## src/rtl/psram_pkg.sv

```systemverilog
// Shared encodings for the PSRAM port arbiter: driver command codes and
// arbiter FSM states.
package psram_pkg;

  localparam logic [1:0] RW_IDLE  = 2'd0;
  localparam logic [1:0] RW_WRITE = 2'd1;
  localparam logic [1:0] RW_READ  = 2'd2;

  typedef enum logic [2:0] {
    ST_INIT,
    ST_IDLE,
    ST_ISSUE,
    ST_WAIT,
    ST_GAP
  } psram_state_t;

endpackage

```

## src/rtl/psram_rr_arb2.sv

```systemverilog
// Two-way grant selection. Grant is combinational; the round-robin
// preference is registered and advanced only when the grant is taken.
module psram_rr_arb2 #(
  parameter bit FIXED_PRIO = 1'b0
) (
  input  logic       mem_clk,
  input  logic       rst_n,
  input  logic [1:0] req,
  input  logic       take,
  output logic       grant_valid,
  output logic       grant_idx
);

  logic prefer1;

  always_comb begin
    grant_valid = |req;
    if (req == 2'b11) grant_idx = FIXED_PRIO ? 1'b0 : prefer1;
    else              grant_idx = ~req[0];
  end

  always_ff @(posedge mem_clk or negedge rst_n) begin
    if (!rst_n)                     prefer1 <= 1'b0;
    else if (take && grant_valid)   prefer1 <= ~grant_idx;
  end

endmodule

```

## src/rtl/psram_port_arbiter.sv

```systemverilog
// Shares one QPI PSRAM driver between two requesters: serialises 16-bit
// transactions, enforces a CE-high gap and aborts hung commands.
module psram_port_arbiter
  import psram_pkg::*;
#(
  parameter int unsigned GAP_CYCLES = 4,
  parameter int unsigned TIMEOUT    = 63,
  parameter bit          FIXED_PRIO = 1'b0
) (
  input  logic        mem_clk,
  input  logic        rst_n,
  input  logic [1:0]  req,
  input  logic [1:0]  we,
  input  logic [23:0] addr0,
  input  logic [23:0] addr1,
  input  logic [15:0] wdata0,
  input  logic [15:0] wdata1,
  output logic [1:0]  ack,
  output logic [15:0] rdata,
  output logic        err,
  output logic        busy,
  input  logic        qpi_on,
  input  logic        endcommand,
  input  logic [15:0] data_out,
  output logic [23:0] address,
  output logic [1:0]  read_write,
  output logic        quad_start,
  output logic [15:0] data_in
);

  localparam int unsigned GAP_W = (GAP_CYCLES > 1) ? $clog2(GAP_CYCLES) : 1;

  psram_state_t     state;
  logic             winner;
  logic [5:0]       wd_cnt;
  logic [GAP_W-1:0] gap_cnt;
  logic             grant_valid;
  logic             grant_idx;
  logic             take;
  logic             wait_done;

  assign take      = (state == ST_IDLE) && qpi_on;
  assign wait_done = endcommand || (wd_cnt == 6'(TIMEOUT));

  psram_rr_arb2 #(
    .FIXED_PRIO (FIXED_PRIO)
  ) u_arb (
    .mem_clk     (mem_clk),
    .rst_n       (rst_n),
    .req         (req),
    .take        (take),
    .grant_valid (grant_valid),
    .grant_idx   (grant_idx)
  );

  always_ff @(posedge mem_clk or negedge rst_n) begin
    if (!rst_n) begin
      state      <= ST_INIT;
      ack        <= '0;
      rdata      <= '0;
      err        <= 1'b0;
      busy       <= 1'b0;
      address    <= '0;
      read_write <= RW_IDLE;
      quad_start <= 1'b0;
      data_in    <= '0;
      winner     <= 1'b0;
      wd_cnt     <= '0;
      gap_cnt    <= '0;
    end else begin
      ack        <= '0;
      quad_start <= 1'b0;
      unique case (state)
        ST_INIT: if (qpi_on) state <= ST_IDLE;
        ST_IDLE: begin
          if (!qpi_on) begin
            state <= ST_INIT;
          end else if (grant_valid) begin
            winner     <= grant_idx;
            address    <= grant_idx ? addr1  : addr0;
            data_in    <= grant_idx ? wdata1 : wdata0;
            read_write <= we[grant_idx] ? RW_WRITE : RW_READ;
            quad_start <= 1'b1;
            busy       <= 1'b1;
            state      <= ST_ISSUE;
          end
        end
        ST_ISSUE: begin
          wd_cnt <= '0;
          state  <= ST_WAIT;
        end
        ST_WAIT: begin
          // A watchdog abort still acks so the requester never stalls; rdata keeps its old value.
          if (wait_done) begin
            if (endcommand && read_write == RW_READ) rdata <= data_out;
            if (!endcommand) err <= 1'b1;
            ack[winner] <= 1'b1;
            read_write  <= RW_IDLE;
            gap_cnt     <= '0;
            state       <= ST_GAP;
          end else begin
            wd_cnt <= wd_cnt + 6'd1;
          end
        end
        ST_GAP: begin
          if (gap_cnt == GAP_W'(GAP_CYCLES - 1)) begin
            busy  <= 1'b0;
            state <= qpi_on ? ST_IDLE : ST_INIT;
          end else begin
            gap_cnt <= gap_cnt + 1'b1;
          end
        end
        default: state <= ST_INIT;
      endcase
    end
  end

endmodule

```

## config.mk

```make
export PLATFORM = sky130hd
export DESIGN_NAME = psram_port_arbiter
export DESIGN_NICKNAME = d
export VERILOG_FILES = /design/src/rtl/psram_pkg.sv /design/src/rtl/psram_rr_arb2.sv /design/src/rtl/psram_port_arbiter.sv
export SDC_FILE = /design/constraint.sdc
export NUM_CORES = 1
export LEC_CHECK = 0
export ABC_AREA = 1
export CORE_MARGIN = 5
export CORE_UTILIZATION = 41
export CTS_CLUSTER_SIZE = 28
export DETAILED_ROUTE_END_ITERATION = 16
export GPL_TIMING_DRIVEN = 0
export PLACE_DENSITY_LB_ADDON = 0.3
export SYNTH_ARGS = -nofsm -noshare
export SYNTH_HDL_FRONTEND = slang
export SYNTH_HIERARCHICAL = 1
export SYNTH_SLANG_ARGS = --single-unit
export TNS_END_PERCENT = 5
```

## constraint.sdc

```tcl
create_clock -name mem_clk -period 1.51 [get_ports mem_clk]
set_input_delay 0.302 -clock mem_clk [delete_from_list [all_inputs] [get_ports mem_clk]]
set_output_delay 0.302 -clock mem_clk [all_outputs]
set_load 0.02 [all_outputs]
```

# Word level (Yosys, flattened, before mapping)

Cells that the tools add are included.

Register bits after elaboration: 76
Input port bits: 104
Output and inout port bits: 63

Add/subtract/negate cells: 2
Order comparisons: 3
Eq/ne operators: 16
Muxes and demuxes: 32
Bitwise logic cells: 3
Reduce and logical (&&, ||, !) cells: 19

Operators with widths:

| operator              | count |
|---|---|
| $mux W24              | 1 |
| $mux W16              | 1 |
| $mux W3               | 5 |
| $pmux W3 S5           | 1 |
| $mux W2               | 7 |
| $ne A2 B2 Y1 const B  | 6 |
| $pmux W6 S2           | 1 |
| $reduce_and A3 Y1     | 4 |
| $reduce_and A4 Y1     | 3 |
| $mux W1               | 11 |
| $pmux W2 S2           | 2 |
| $reduce_bool A2 Y1    | 4 |
| $add A6 B1 Y6 const B | 1 |
| $eq A2 B2 Y1 const B  | 3 |
| $eq A3 B2 Y1 const B  | 2 |
| $eq A6 B6 Y1 const B  | 1 |
| $mux W6               | 1 |
| $logic_and A1 B1 Y1   | 4 |
| $lt A1 B2 Y1 const B  | 2 |
| $eq A3 B1 Y1 const B  | 1 |
| $eq A3 B3 Y1 const B  | 1 |
| $logic_not A3 Y1      | 1 |
| $ne A3 B2 Y1 const B  | 1 |
| $not A1 Y1            | 3 |
| 8 further kinds       | 8 |

# Logic depth before layout (Yosys ltp)

Gate-level depths: netlist of the first run.

Depth after elaboration: 8
Depth in mapped cells: 8
Depth with buffers taken out: 8

# Modules after synthesis

Netlist of the first run, hierarchy kept.

By module, submodules not included:

| module             | instances | cells each | area an instance (um^2) | seq. area each (um^2) |
|---|---|---|---|---|
| psram_port_arbiter | 1         | 408        | 3,389.5                 | 1,876.8 |
| psram_rr_arb2      | 1         | 9          | 58.8                    | 25.0 |

# Worst setup path before layout of the first run

OpenSTA, ideal clock, no wires.

Path type: register to register
From: register wd_cnt[0]
To: register wd_cnt[5]
Library setup time: 0.129 ns
Arrival: 1.201 ns
Data required time: 1.381 ns
Setup slack: 0.181 ns
Cell stages (with the launch flop): 7
Buffers on the path: 0
Clock period less this slack: 1.329 ns
Cells stage by stage: dfrtp_1 > ha_1 > nand3_1 > nor2_1 > nor2_2 > nor2_2 > o21ai_1

Word-level cells in the longest chain between the ends: 4
Elaborated cells on any way between the ends: 7
Those cells by class: 1 x add/sub; 2 x eq/ne; 2 x mux; 2 x reduce/logical

Ends and longest elaborated chain:

| element                                                               | line                      | source |
|---|---|---|
| start: declaration                                                    | psram_port_arbiter.sv:35  | `logic [5:0] wd_cnt;` |
| start signal: assignment                                              | psram_port_arbiter.sv:102 | `wd_cnt <= wd_cnt + 6'd1;` |
| parallel branches: the longest is 4 deep, another holds $add A6 B1 Y6 | n/a                       |  |

Several ways; the timed one is not identified. The select of a mux whose other input is x is not followed.
A chain may end at the register's enable or synchronous reset.

# Worst setup path after layout of the first run

From: register state[2]
To: register address[4]

Word-level cells in the longest chain between the ends: 2

Ends and longest elaborated chain:

| element                            | line                      | source |
|---|---|---|
| start: declaration                 | psram_port_arbiter.sv:33  | `psram_state_t state;` |
| start signal: assignment           | psram_port_arbiter.sv:108 | `state <= qpi_on ? ST_IDLE : ST_INIT;` |
| $eq A3 B1 Y1                       | psram_port_arbiter.sv:73  | `unique case (state)` |
| $reduce_and A3 Y1 (no source line) | n/a                       |  |
| end signal: assignment             | psram_port_arbiter.sv:80  | `address <= grant_idx ? addr1 : addr0;` |
| end: declaration                   | psram_port_arbiter.sv:25  | `output logic [23:0] address,` |

Every way passes these cells.

==> results of run 1 <==
cell families after synthesis:
| logic type | after synthesis | share of synthesized area [%] |
|---|---|---|
| compound gates | 70 | 11.8 |
| flops | 76 | 55.2 |
| fa+ha+maj | 2 | 0.726 |
| xor+xnor | 2 | 0.508 |
| simple gates | 216 | 25.3 |
| buf+inv | 51 | 6.53 |
power by group:
group | internal (W) | switching (W)
logic | 0.00173 | 0.00249
registers | 0.00287 | 0.000521
clock network | 0.000791 | 0.000727
layout make-up:
class	count	area (sq um)
clock buffers	10	138
plain buffers	20	135
fillers	692	2730
multi-input cells	290	1370
flip-flops and latches	76	1910
well taps	105	131
clock inverters	5	52.6
inverters	30	113
repair buffers	172	1650
worst max path at each step:
stage | start | end | slack, ps | depth (start not counted)
finish | state[2] | address[4] | 90 | 7
global route | state[1] | address[4] | -10 | 7
CTS | req[1] | address[4] | 2 | 8
detailed placement | req[1] | address[4] | -610 | 8
global placement | rst_n | address[0] | -2510 | 1
floorplan | wd_cnt[0] | wd_cnt[5] | 180 | 6
per-stage QoR:
stage	setup WS (ps)	hold WS, ps
after floorplan	181	6.41
after global placement	-2510	409
after detailed placement	-615	306
after CTS	1.71	427
after global routing	-9.77	289
final	85.9	276
registers in the layout (all words and copies together), names as in the netlist:
signal / cells
err: 1
wd_cnt: 6
ack: 2
data_in: 16
u_arb/prefer1: 1
rdata: 16
state: 3
quad_start: 1
winner: 1
busy: 1
read_write: 2
address: 24
gap_cnt: 2
worst reg2reg max path: cells and delay by family (launching register included):
kind / cells / cell delay, ps
AND/OR/NAND/NOR: 4 / 410
buffers and inverters: 2 / 270
flip-flops: 1 / 470
AO/OA/AOI/OAI: 1 / 200
layer usage:
| layer | global-route usage [%] | vias to the layer above | part of all wire, % |
|---|---|---|---|
| met3 | 8.13 | 24 | 11 |
| met5 | 0 | - | 0 |
| met1 | 23.7 | 1624 | 39 |
| met4 | 9.20 | 0 | 2.7 |
| li1 | - | 1703 | - |
| met2 | 32.9 | 153 | 47 |
what timing repair did:
action	in CTS	in global routing
endpoints found under the hold margin	38	0
buffers inserted	0	3
resized for setup	75	24
pin swaps	0	5
setup endpoints to repair	112	54
hold buffers	1	0
cloned	0	1
cell usage in the layout (no fill, tap or decap), types with 4 or more instances in the layout:
cell type | netlist | routed
clkdlybuf4s50_1 | 0 | 100
buf_4 | 0 | 6
clkbuf_8 | 0 | 10
clkbuf_4 | 0 | 4
o21ai_0 | 9 | 8
inv_1 | 29 | 28
nor2_1 | 54 | 53
nand2_1 | 138 | 135
nand3_1 | 11 | 9
a31oi_1 | 41 | 41
nor2_4 | 2 | 5
dlygate4sd2_1 | 0 | 63
buf_2 | 9 | 7
dfrtp_1 | 76 | 73
clkbuf_2 | 0 | 5
o21ai_1 | 16 | 17
nand2_2 | 2 | 5
==> impl_results.rst, run 1 <==
.. list-table::
   :header-rows: 1

   * - Metric
     - Value
   * - Outcome
     - complete, no violations
   * - Post-layout total power
     - 0.00913 W
   * - Number of clock sinks
     - 76
   * - Core area
     - just over 8000 sq um
   * - Routed wire length
     - about 10 mm
   * - Relative slew slack
     - 66.2%
   * - Routed wire per std cell
     - 14.6 um
   * - Estimated wirelength of the detail-placed design
     - approximately 8.0 mm
   * - Row count
     - 33
   * - Required time of the critical path
     - about 1800 ps
   * - Detailed Route Iter0 Violations
     - 107
   * - Setup_tns
     - 0 ps
   * - Count of different cell masters after synthesis
     - 24
   * - Worst Hold Class
     - primary input to flop
   * - Number of optimization iterations in the first detailed-route pass
     - 6
   * - Highest fanout seen on the critical path
     - 10
   * - Critical path start-end classification
     - flop to flop
   * - Most frequently used flop master after synthesis
     - dfrtp_1
   * - Count of boundary I/O pins
     - about 170
   * - Number of remaining DRC errors
     - 0
   * - Buffers & Inverters on Critical Path
     - 2
   * - Slew at the pin closest to its max-slew limit
     - roughly 500 ps
   * - Max-capacitance violation count
     - 0
   * - Post-placement cell area
     - roughly 5300 sq um
   * - Final slew viol count
     - 0
   * - Total leakage power
     - roughly 2.6 nW
   * - Deepest clock path buffer count
     - 2
   * - Initial antenna violation count
     - 0
   * - Startpoint class of the critical path
     - flop
   * - Number of port buffers
     - ~170
   * - Maximum number of pins on one net before global-route repair
     - 40
   * - Starting density of the core
     - 42.0%
   * - Vias per inst
     - between 4 and 5
   * - Area enclosed by the die boundary
     - just over 10000 sq um
   * - Cell chain of the critical path
     - nor2_2 -> nand2_2 -> nor2_4 -> buf_6 -> buf_8 -> nor2_1 -> a31oi_1
   * - Vias in the first global route
     - 3597
   * - Fraction of the cycle the final worst path needs
     - a little over nine tenths
   * - Peak per-stage delay on the critical path
     - 470 ps
   * - # placed instances
     - 689
   * - Post-Synthesis Net Count
     - approximately 520
   * - PD cells
     - 1660 nW/um^2
   * - R2R Path Start
     - state[2]
   * - CP arrival
     - roughly 1700 ps
   * - Proportion of netlist area held by the largest area contributor
     - between 50 and 60%
   * - Clock buffers created by TritonCTS
     - 9
   * - Vertical die dimension
     - between 100 and 150 um
   * - Top Family by Delay on Critical Path
     - flip-flops
   * - Largest area contributor in the synthesized netlist
     - dfrtp_1
   * - Final estimated routing congestion in global placement
     - about 0.8
   * - Crit. End Element
     - flop
   * - Clock slew seen by the registers of the worst setup and hold paths
     - ~80 ps
   * - Detail Route Antenna Nets
     - 0
   * - Final count of negative-setup-slack endpoints
     - 0
   * - GR Util All Layers
     - 20.3%
   * - Reg-to-reg setup timing slack
     - about 86 ps
   * - Post-layout utilization of the core
     - between 60% and 70%
   * - Post-Layout Inst Area
     - about 5500 sq um
   * - Cell with the most instances after synthesis
     - nand2_1
   * - Leading cell types by count after synthesis
     - nand2_1, dfrtp_1, nor2_1
   * - Number of cells produced by synthesis
     - around 420
   * - Netlist area before placement
     - 3450 sq um
   * - Synthesized area per cell
     - 8.27 sq um
   * - Cell depth of the worst flop-to-flop path
     - 7
   * - Wire length of the first global-routing pass
     - between 15 and 20 mm
   * - Peak clock frequency supported by timing
     - around 0.7 GHz
   * - Reg2Reg Capture Point
     - address[4]
   * - Cell types with the largest area share after synthesis
     - dfrtp_1, nand2_1, a31oi_1
   * - Clk Latency, worst-skew pair
     - roughly 340 ps
   * - Final layout net count
     - between 700 and 800
   * - Time the worst path needs with I/O delays and setup
     - roughly 1400 ps
   * - Cell at the root of the clock tree
     - clkbuf_8
   * - Seq cells post-synth
     - 76
   * - Min-Delay Startpoint
     - req[0]
   * - Number of standard cells in the layout, taps in and fillers out
     - between 700 and 800
   * - Ant diodes
     - 0
   * - Layout cell share with drive strength beyond 1
     - 10.3%
   * - Count of final hold-check violations
     - 0
   * - Register area share after synthesis
     - a little under three fifths
   * - Unrepaired setup endpoints after global routing
     - true
   * - Number of enable-type register cells in the synthesized netlist
     - 0
   * - Endpoint, Worst Hold
     - u_arb/prefer1
   * - Ys Warns
     - 6
   * - Die Wd
     - approximately 100 um
   * - Via total after detailed routing
     - between 3000 and 4000
   * - Worst hold path stage count
     - 3
   * - Worst setup skew after layout
     - 11.0 ps
   * - Overflow after GRT
     - 0
   * - P&R area growth vs syn
     - 59.2%
   * - Number of H-tree branching levels
     - 3
   * - Crit path max-delay cell type
     - dfrtp_2
   * - CTS tree
     - yes
   * - IR drop worst, VDD
     - about 1.0 mV
   * - Fraction of synthesis flops using an asynchronous set or reset pin
     - between 90% and 100%
(Power assumes the default switching activity.)
==> run 2, diff against run 1 <==
--- a/config.mk
+++ b/config.mk
@@ -16,4 +16,4 @@
 export SYNTH_HDL_FRONTEND = slang
 export SYNTH_HIERARCHICAL = 1
 export SYNTH_SLANG_ARGS = --single-unit
-export TNS_END_PERCENT = 5
+export TNS_END_PERCENT = 50
==> run 2 against run 1 <==
Effect of this change:
- register-to-register slack worse by 20 ps
- global-route usage is the same
- critical path type unchanged
- design area grew 0.55%
- largest power group unchanged
- first-iteration DRC count decreased by 1.9%
- worst setup slack got worse by 18 ps
- core utilization up 0.37 points
- highest routed layer unchanged
- critical path depth is the same
- wire length up 0.55%
- critical endpoint unchanged
- cell count increased by 0.56%
==> impl_results.rst, run 2 (synthesis gave the netlist of run 1 again) <==
.. list-table::
   :header-rows: 1

   * - Metric
     - Value
   * - Fraction of power consumed by sequential logic
     - 36.8% (-0.4 points)
   * - Clock slew seen by the registers of the worst setup and hold paths
     - 80 ps (about the same)
   * - Detailed Route Iter0 Violations
     - 105 (-1.9%)
   * - Layout cell share with drive strength beyond 1
     - 10.9% (+0.59 points)
   * - Detail Route Antenna Nets
     - 0 (unchanged)
   * - Clk Latency, worst-skew pair
     - 340 ps (about the same)
   * - Peak clock frequency supported by timing
     - 0.694 GHz (-1.2%)
   * - Via total after detailed routing
     - 3532 (+0.80%)
   * - Starting density of the core
     - 42.0% (unchanged)
   * - Clock buffers created by TritonCTS
     - 9 (unchanged)
   * - Highest fanout seen on the critical path
     - 10 (unchanged)
   * - Vertical die dimension
     - 102 um (unchanged)
   * - Setup_tns
     - 0 ps (unchanged)
   * - Cell at the root of the clock tree
     - clkbuf_8
   * - Peak per-stage delay on the critical path
     - 470 ps (about the same)
   * - Outcome
     - complete, no violations
   * - Commonest cells after routing, fill and taps aside
     - nand2_1, clkdlybuf4s50_1, dfrtp_1, dlygate4sd2_1, nor2_1
   * - Core area
     - 8220 sq um (unchanged)
   * - Number of H-tree branching levels
     - 3 (unchanged)
   * - Number of clock sinks
     - 76 (unchanged)
   * - Regs by FF count
     - address x24, data_in x16, rdata x16
   * - Final estimated routing congestion in global placement
     - 0.818 (unchanged)
   * - Startpoint class of the critical path
     - flop
   * - Max-capacitance violation count
     - 0 (unchanged)
   * - Vias per inst
     - 4.96 (+0.23%)
   * - P&R area growth vs syn
     - 60.1%
   * - Worst Hold Class
     - primary input to flop
   * - Cell chain of the critical path
     - nor2_2 -> nand2_2 -> nor2_4 -> buf_6 -> buf_8 -> nor2_1 -> a31oi_1
   * - Switching power of the nets
     - 0.00375 W (+0.34%)
   * - Final count of negative-setup-slack endpoints
     - 0 (unchanged)
   * - Ant diodes
     - 0 (unchanged)
   * - Routed wire per std cell
     - 14.6 um (about the same)
   * - Post-layout utilization of the core
     - 67.2% (+0.37 points)
   * - Total leakage power
     - 2.63 nW (+0.83%)
   * - Slew at the pin closest to its max-slew limit
     - 507 ps (-0.657 ps)
   * - Number of standard cells in the layout, taps in and fillers out
     - 712 (+0.56%)
   * - Unrepaired setup endpoints after global routing
     - true
   * - Time the worst path needs with I/O delays and setup
     - 1440 ps (+17.9 ps)
   * - CTS tree
     - yes
   * - Crit path max-delay cell type
     - dfrtp_2
   * - Fraction of power consumed by the clock network
     - 16.5% (about the same)
   * - Initial antenna violation count
     - 0 (unchanged)
   * - Count of boundary I/O pins
     - 167 (unchanged)
   * - Estimated wirelength of the detail-placed design
     - 8.03 mm (unchanged)
   * - GR Util All Layers
     - 20.3% (unchanged)
   * - CP arrival
     - 1690 ps (+20 ps)
   * - Relative slew slack
     - 66.2% (about the same)
   * - Most common cell after layout, fill and taps aside
     - nand2_1
   * - Worst setup skew after layout
     - 10.2 ps (-0.795 ps)
   * - Final slew viol count
     - 0 (unchanged)
   * - Portion of total power attributed to combinational logic
     - 46.7% (+0.5 points)
   * - Fraction of the cycle the final worst path needs
     - 95.5% (+1.2 points)
   * - Number of remaining DRC errors
     - 0 (unchanged)
   * - Most flops, register
     - address
   * - Number of port buffers
     - 166 (unchanged)
   * - Maximum number of pins on one net before global-route repair
     - 40 (unchanged)
   * - Required time of the critical path
     - 1760 ps (about the same)
   * - Routed wire length
     - 10.4 mm (+0.55%)
   * - PD cells
     - 1670 nW/um^2 (+0.14%)
   * - Final hold slack
     - 273 ps (-3.88 ps)
   * - IR drop worst, VDD
     - 1.04 mV (about the same)
   * - Reg-to-reg setup timing slack
     - 70 ps (-20 ps)
   * - Row count
     - 33 (unchanged)
   * - Overflow after GRT
     - 0 (unchanged)
   * - Post-placement cell area
     - 5260 sq um (unchanged)
   * - Internal power
     - 0.00544 W (+0.92%)
   * - Number of flip-flops in the largest register
     - 24 (unchanged)
   * - Post-Layout Inst Area
     - 5520 sq um (+0.55%)
   * - Switching share of power
     - 40.8% (-0.14 points)
   * - Number of optimization iterations in the first detailed-route pass
     - 4 (-2)
   * - Vias in the first global route
     - 3597 (unchanged)
   * - Crit. End Element
     - flop
   * - # placed instances
     - 689 (unchanged)
   * - Final layout net count
     - 709 (+0.57%)
   * - Deepest clock path buffer count
     - 2 (unchanged)
   * - Die Wd
     - 102 um (unchanged)
   * - Area enclosed by the die boundary
     - 10300 sq um (unchanged)
   * - Critical path start-end classification
     - flop to flop
   * - Count of final hold-check violations
     - 0 (unchanged)
   * - Wire length of the first global-routing pass
     - 16.6 mm (unchanged)
[run 2: final timing paths]
| check | from | endpoint | depth (start not counted) |
|---|---|---|---|
| max in group asynchronous | rst_n | wd_cnt[0] | 3 |
| worst max-delay path | state[2] | address[4] | 7 |
| worst min-delay path | req[0] | u_arb/prefer1 | 3 |
| worst max register to register | state[2] | address[4] | 7 |
| worst min register to register | winner | ack[0] | 1 |
| min in group asynchronous | rst_n | wd_cnt[5] | 2 |
[run 2: cell type report]
class	count	area, sq um
fillers	690	2700
flip-flops and latches	76	1910
repair buffers	176	1680
multi-input cells	290	1370
clock buffers	10	138
plain buffers	20	135
well taps	105	131
inverters	30	113
clock inverters	5	52.6
[run 2: layer usage]
layer / share of wire, % / global-route usage, %
met1: 38 / 23.7
met2: 48 / 32.9
met3: 11 / 8.13
met4: 2.7 / 9.20
met5: 0 / 0
[run 2: power groups by stage]
stage               clock network [W]  logic, W  registers, W
floorplan                           0   0.00151       0.00424
finish                        0.00152   0.00429       0.00338
CTS                           0.00155   0.00417       0.00337
global placement                    0   0.00455       0.00337
detailed placement                  0   0.00464       0.00343
global route                  0.00164   0.00474       0.00350
[run 2: through the flow]
stage,setup slack (ps),power [W]
finish,68.0,0.00919
CTS,1.71,0.00910
detailed placement,-615,0.00807
global route,-11.0,0.00988
global placement,-2510,0.00792
floorplan,181,0.00576
[run 2: what timing repair did]
action                     4_1_cts  5_1_grt
setup buffers                    0        7
gates cloned                     0        1
setup endpoints to repair      112       54
resized for setup               75       24
pin swaps                        0        4
hold endpoints to repair        38        0
hold buffers                     1        0
[run 2: worst max-delay path: cells and delay by family (launching register included)]
family / cells / cell delay, ps
AND/OR/NAND/NOR: 4 / 430
buffers and inverters: 2 / 270
flip-flops: 1 / 470
AO/OA/AOI/OAI: 1 / 200
==> run 3, diff against run 2 <==
--- a/config.mk
+++ b/config.mk
@@ -7,13 +7,12 @@
 export LEC_CHECK = 0
 export ABC_AREA = 1
 export CORE_MARGIN = 5
-export CORE_UTILIZATION = 41
+export CORE_UTILIZATION = 42
 export CTS_CLUSTER_SIZE = 28
 export DETAILED_ROUTE_END_ITERATION = 16
 export GPL_TIMING_DRIVEN = 0
 export PLACE_DENSITY_LB_ADDON = 0.3
 export SYNTH_ARGS = -nofsm -noshare
 export SYNTH_HDL_FRONTEND = slang
-export SYNTH_HIERARCHICAL = 1
 export SYNTH_SLANG_ARGS = --single-unit
 export TNS_END_PERCENT = 50
==> run 3 against run 2 <==
Effect of this change:
- sequential power shrank 3%
- worst hold slack gained 170 ps
- core utilization shrank 0.34 points
- non-clock buffer count shrank 1
- combinational power shrank 4.9%
- worst setup slack gained 21 ps
- first-iteration DRC count shrank 39%
- largest power group unchanged
- highest routed layer unchanged
==> impl_results.rst, run 3 <==
.. list-table::
   :header-rows: 1

   * - Metric
     - Value
   * - Row count
     - 34 (+3.0%)
   * - Relative slew slack
     - 64.7% (-1.5 points)
   * - Highest fanout seen on the critical path
     - 6 (-4)
   * - Most flops, register
     - address
   * - Ys Warns
     - 0 (-6)
   * - Register area share after synthesis
     - 52.1% (-3.1 points)
   * - Post-Layout Inst Area
     - 5740 sq um (+4.1%)
   * - Count of different cell masters after synthesis
     - 25 (+4.2%)
   * - Fraction of the cycle the final worst path needs
     - 94.1% (-1.4 points)
   * - Overflow after GRT
     - 0 (unchanged)
   * - Post-layout utilization of the core
     - 66.8% (-0.34 points)
   * - Detailed Route Iter0 Violations
     - 64 (-39%)
   * - R2R Path Start
     - wd_cnt[0]
   * - Vertical die dimension
     - 103 um (+1.5%)
   * - Post-layout total power
     - 0.00905 W (-1.6%)
   * - Netlist area before placement
     - 3650 sq um (+6.0%)
   * - Clock slew seen by the registers of the worst setup and hold paths
     - 80 ps (about the same)
   * - Clock buffers created by TritonCTS
     - 9 (unchanged)
   * - Vias in the first global route
     - 3599 (+0.056%)
   * - Seq cells post-synth
     - 76 (unchanged)
   * - Number of cells produced by synthesis
     - 492 (+18%)
   * - Number of optimization iterations in the first detailed-route pass
     - 4 (unchanged)
   * - Number of enable-type register cells in the synthesized netlist
     - 0 (unchanged)
   * - Min setup slack post-route
     - 89.0 ps (+21.0 ps)
   * - Proportion of netlist area held by the largest area contributor
     - 52.1% (-3.1 points)
   * - # placed instances
     - 767 (+11%)
   * - Vias per inst
     - 4.59 (-7.4%)
   * - Crit. End Element
     - flop
   * - Worst Hold Class
     - primary input to async pin
   * - Final layout net count
     - 784 (+11%)
   * - Critical path start-end classification
     - flop to flop
   * - Number of remaining DRC errors
     - 0 (unchanged)
   * - Number of clock sinks
     - 76 (unchanged)
   * - Initial antenna violation count
     - 0 (unchanged)
   * - Synthesized area per cell
     - 7.43 sq um (-10%)
   * - Slew at the pin closest to its max-slew limit
     - 526 ps (+19.1 ps)
   * - Via total after detailed routing
     - 3632 (+2.8%)
   * - Worst setup skew after layout
     - 9.43 ps (-0.765 ps)
   * - Cell with the most instances after synthesis
     - nand2_1
   * - Final count of negative-setup-slack endpoints
     - 0 (unchanged)
   * - Cell at the root of the clock tree
     - clkbuf_8
   * - Number of port buffers
     - 166 (unchanged)
   * - Clk Latency, worst-skew pair
     - 340 ps (about the same)
   * - Fraction of synthesis flops using an asynchronous set or reset pin
     - 100% (unchanged)
   * - Commonest cells after routing, fill and taps aside
     - nand2_1, clkdlybuf4s50_1, dfrtp_1, dlygate4sd2_1, inv_1
   * - Die Wd
     - 103 um (+1.5%)
   * - Layout cell share with drive strength beyond 1
     - 9.52% (-1.4 points)
   * - IR drop worst, VDD
     - 0.679 mV (-34%)
   * - Ant diodes
     - 0 (unchanged)
   * - Count of final hold-check violations
     - 0 (unchanged)
   * - Most frequently used flop master after synthesis
     - dfrtp_1
   * - GR Util All Layers
     - 19.5% (-0.82 points)
   * - Total leakage power
     - 3.14 nW (+19%)
   * - Detail Route Antenna Nets
     - 0 (unchanged)
   * - Outcome
     - complete, no violations
   * - Launch point of the worst path
     - wd_cnt[0]
   * - P&R area growth vs syn
     - 57.2%
   * - Starting density of the core
     - 42.5% (+0.55 points)
   * - Number of flip-flops in the largest register
     - 24 (unchanged)
   * - Post-Synthesis Net Count
     - 598 (+14%)
   * - Number of H-tree branching levels
     - 3 (unchanged)
   * - Maximum number of pins on one net before global-route repair
     - 45 (+13%)
   * - Time the worst path needs with I/O delays and setup
     - 1420 ps (-21.0 ps)
   * - Most common cell after layout, fill and taps aside
     - nand2_1
   * - Final slew viol count
     - 0 (unchanged)
   * - Regs by FF count
     - address x24, data_in x16, rdata x16
   * - Post-placement cell area
     - 5470 sq um (+4.0%)
   * - Count of boundary I/O pins
     - 167 (unchanged)
   * - Core area
     - 8590 sq um (+4.6%)
   * - PD cells
     - 1580 nW/um^2 (-5.4%)
   * - Startpoint class of the critical path
     - flop
   * - Leading cell types by count after synthesis
     - nand2_1, dfrtp_1, inv_1
   * - CP arrival
     - 1640 ps (-50 ps)
   * - Final estimated routing congestion in global placement
     - 0.795 (-2.8%)
   * - Place WS
     - -608 ps (+6.93 ps)
   * - Deepest clock path buffer count
     - 2 (unchanged)
   * - Required time of the critical path
     - 1730 ps (-30 ps)
   * - Routed wire length
     - 10.2 mm (-1.5%)
   * - CTS tree
     - yes
   * - Largest area contributor in the synthesized netlist
     - dfrtp_1
   * - Max-capacitance violation count
     - 0 (unchanged)
   * - Routed wire per std cell
     - 12.9 um (-11%)
   * - Cell types with the largest area share after synthesis
     - dfrtp_1, nand2_1, inv_1
   * - Area enclosed by the die boundary
     - 10700 sq um (+3.1%)
   * - Number of standard cells in the layout, taps in and fillers out
     - 791 (+11%)
   * - Wire length of the first global-routing pass
     - 16.3 mm (-1.5%)
   * - Peak clock frequency supported by timing
     - 0.704 GHz (+1.5%)
   * - Estimated wirelength of the detail-placed design
     - 7.86 mm (-2.1%)
run 3: cell count changes after synthesis, moves of 2 or more:
cell	delta
o21ai_0	-4
clkbuf_1	-2
buf_2	-2
o21ai_1	-4
o21ai_2	+6
nor2_1	-39
inv_1	-2
a31oi_1	-40
buf_4	+3
nand2_1	+155
nand3_1	+3
run 3: area by class of cell:
class                      instances  area (sq um)
multi-input combinational        366          1590
clock inverter                     6          88.8
timing repair buffer             175          1660
fill                             780          2850
inverter                          30           114
buffer                            20           125
clock buffer                      10           128
tap                              108           135
sequential                        76          1900
run 3: critical path, stage by stage, from the launching register on:
cell and delay (ps):
dfrtp_1 460, ha_4 200, nand3_2 110, nor2_4 60, buf_4 120, o21bai_1 250
a21oi_1 110
run 3: layer usage:
metal	wire length, um	vias up	GRT usage (%)	part of all wire (%)
li1	-	1868	-	-
met1	4120	1628	23.1	40
met2	5040	120	33.3	49
met3	863	16	5.90	8.4
met4	188	0	7.67	1.8
met5	0	-	0	0
run 3: through the flow:
stage	hold slack [ps]	setup TNS (ps)
finish	441	0
global route	477	-85.7
CTS	445	0
detailed placement	273	-24130
global placement	439	-206110
floorplan	6.41	0
run 3: report_power, final:
group          total (W)  switching [W]  internal, W
Sequential       0.00329       0.000465      0.00283
Combinational    0.00408        0.00243      0.00165
Clock            0.00167       0.000744     0.000931
Total            0.00905        0.00364      0.00541
run 3: kinds of logic after synthesis:
group / after synthesis / synth area share [%]
adders and majority gates: 2 / 0.685
buffers and inverters: 50 / 6.30
DFF: 76 / 52.1
AOI/OAI and AO/OA: 29 / 4.76
and+or+nand+nor: 333 / 35.7
xor gates and xnor gates: 2 / 0.480
run 3: final timing paths:
path                                to  slack (ps)  cells after the start
max reg2reg                  wd_cnt[0]          90                      6
min                          wd_cnt[4]         440                      2
max                          wd_cnt[0]          90                      6
max in group asynchronous  address[21]         510                      3
min reg2reg                     ack[0]         460                      1
min in group mem_clk            ack[0]         460                      1
run 3: what timing repair did:
item	in CTS	in global routing
hold buffers	1	0
endpoints found under the hold margin	32	0
gates cloned	0	1
pin swaps	0	8
setup buffers	0	6
endpoints found under the setup margin	107	62
gates resized for setup	67	25
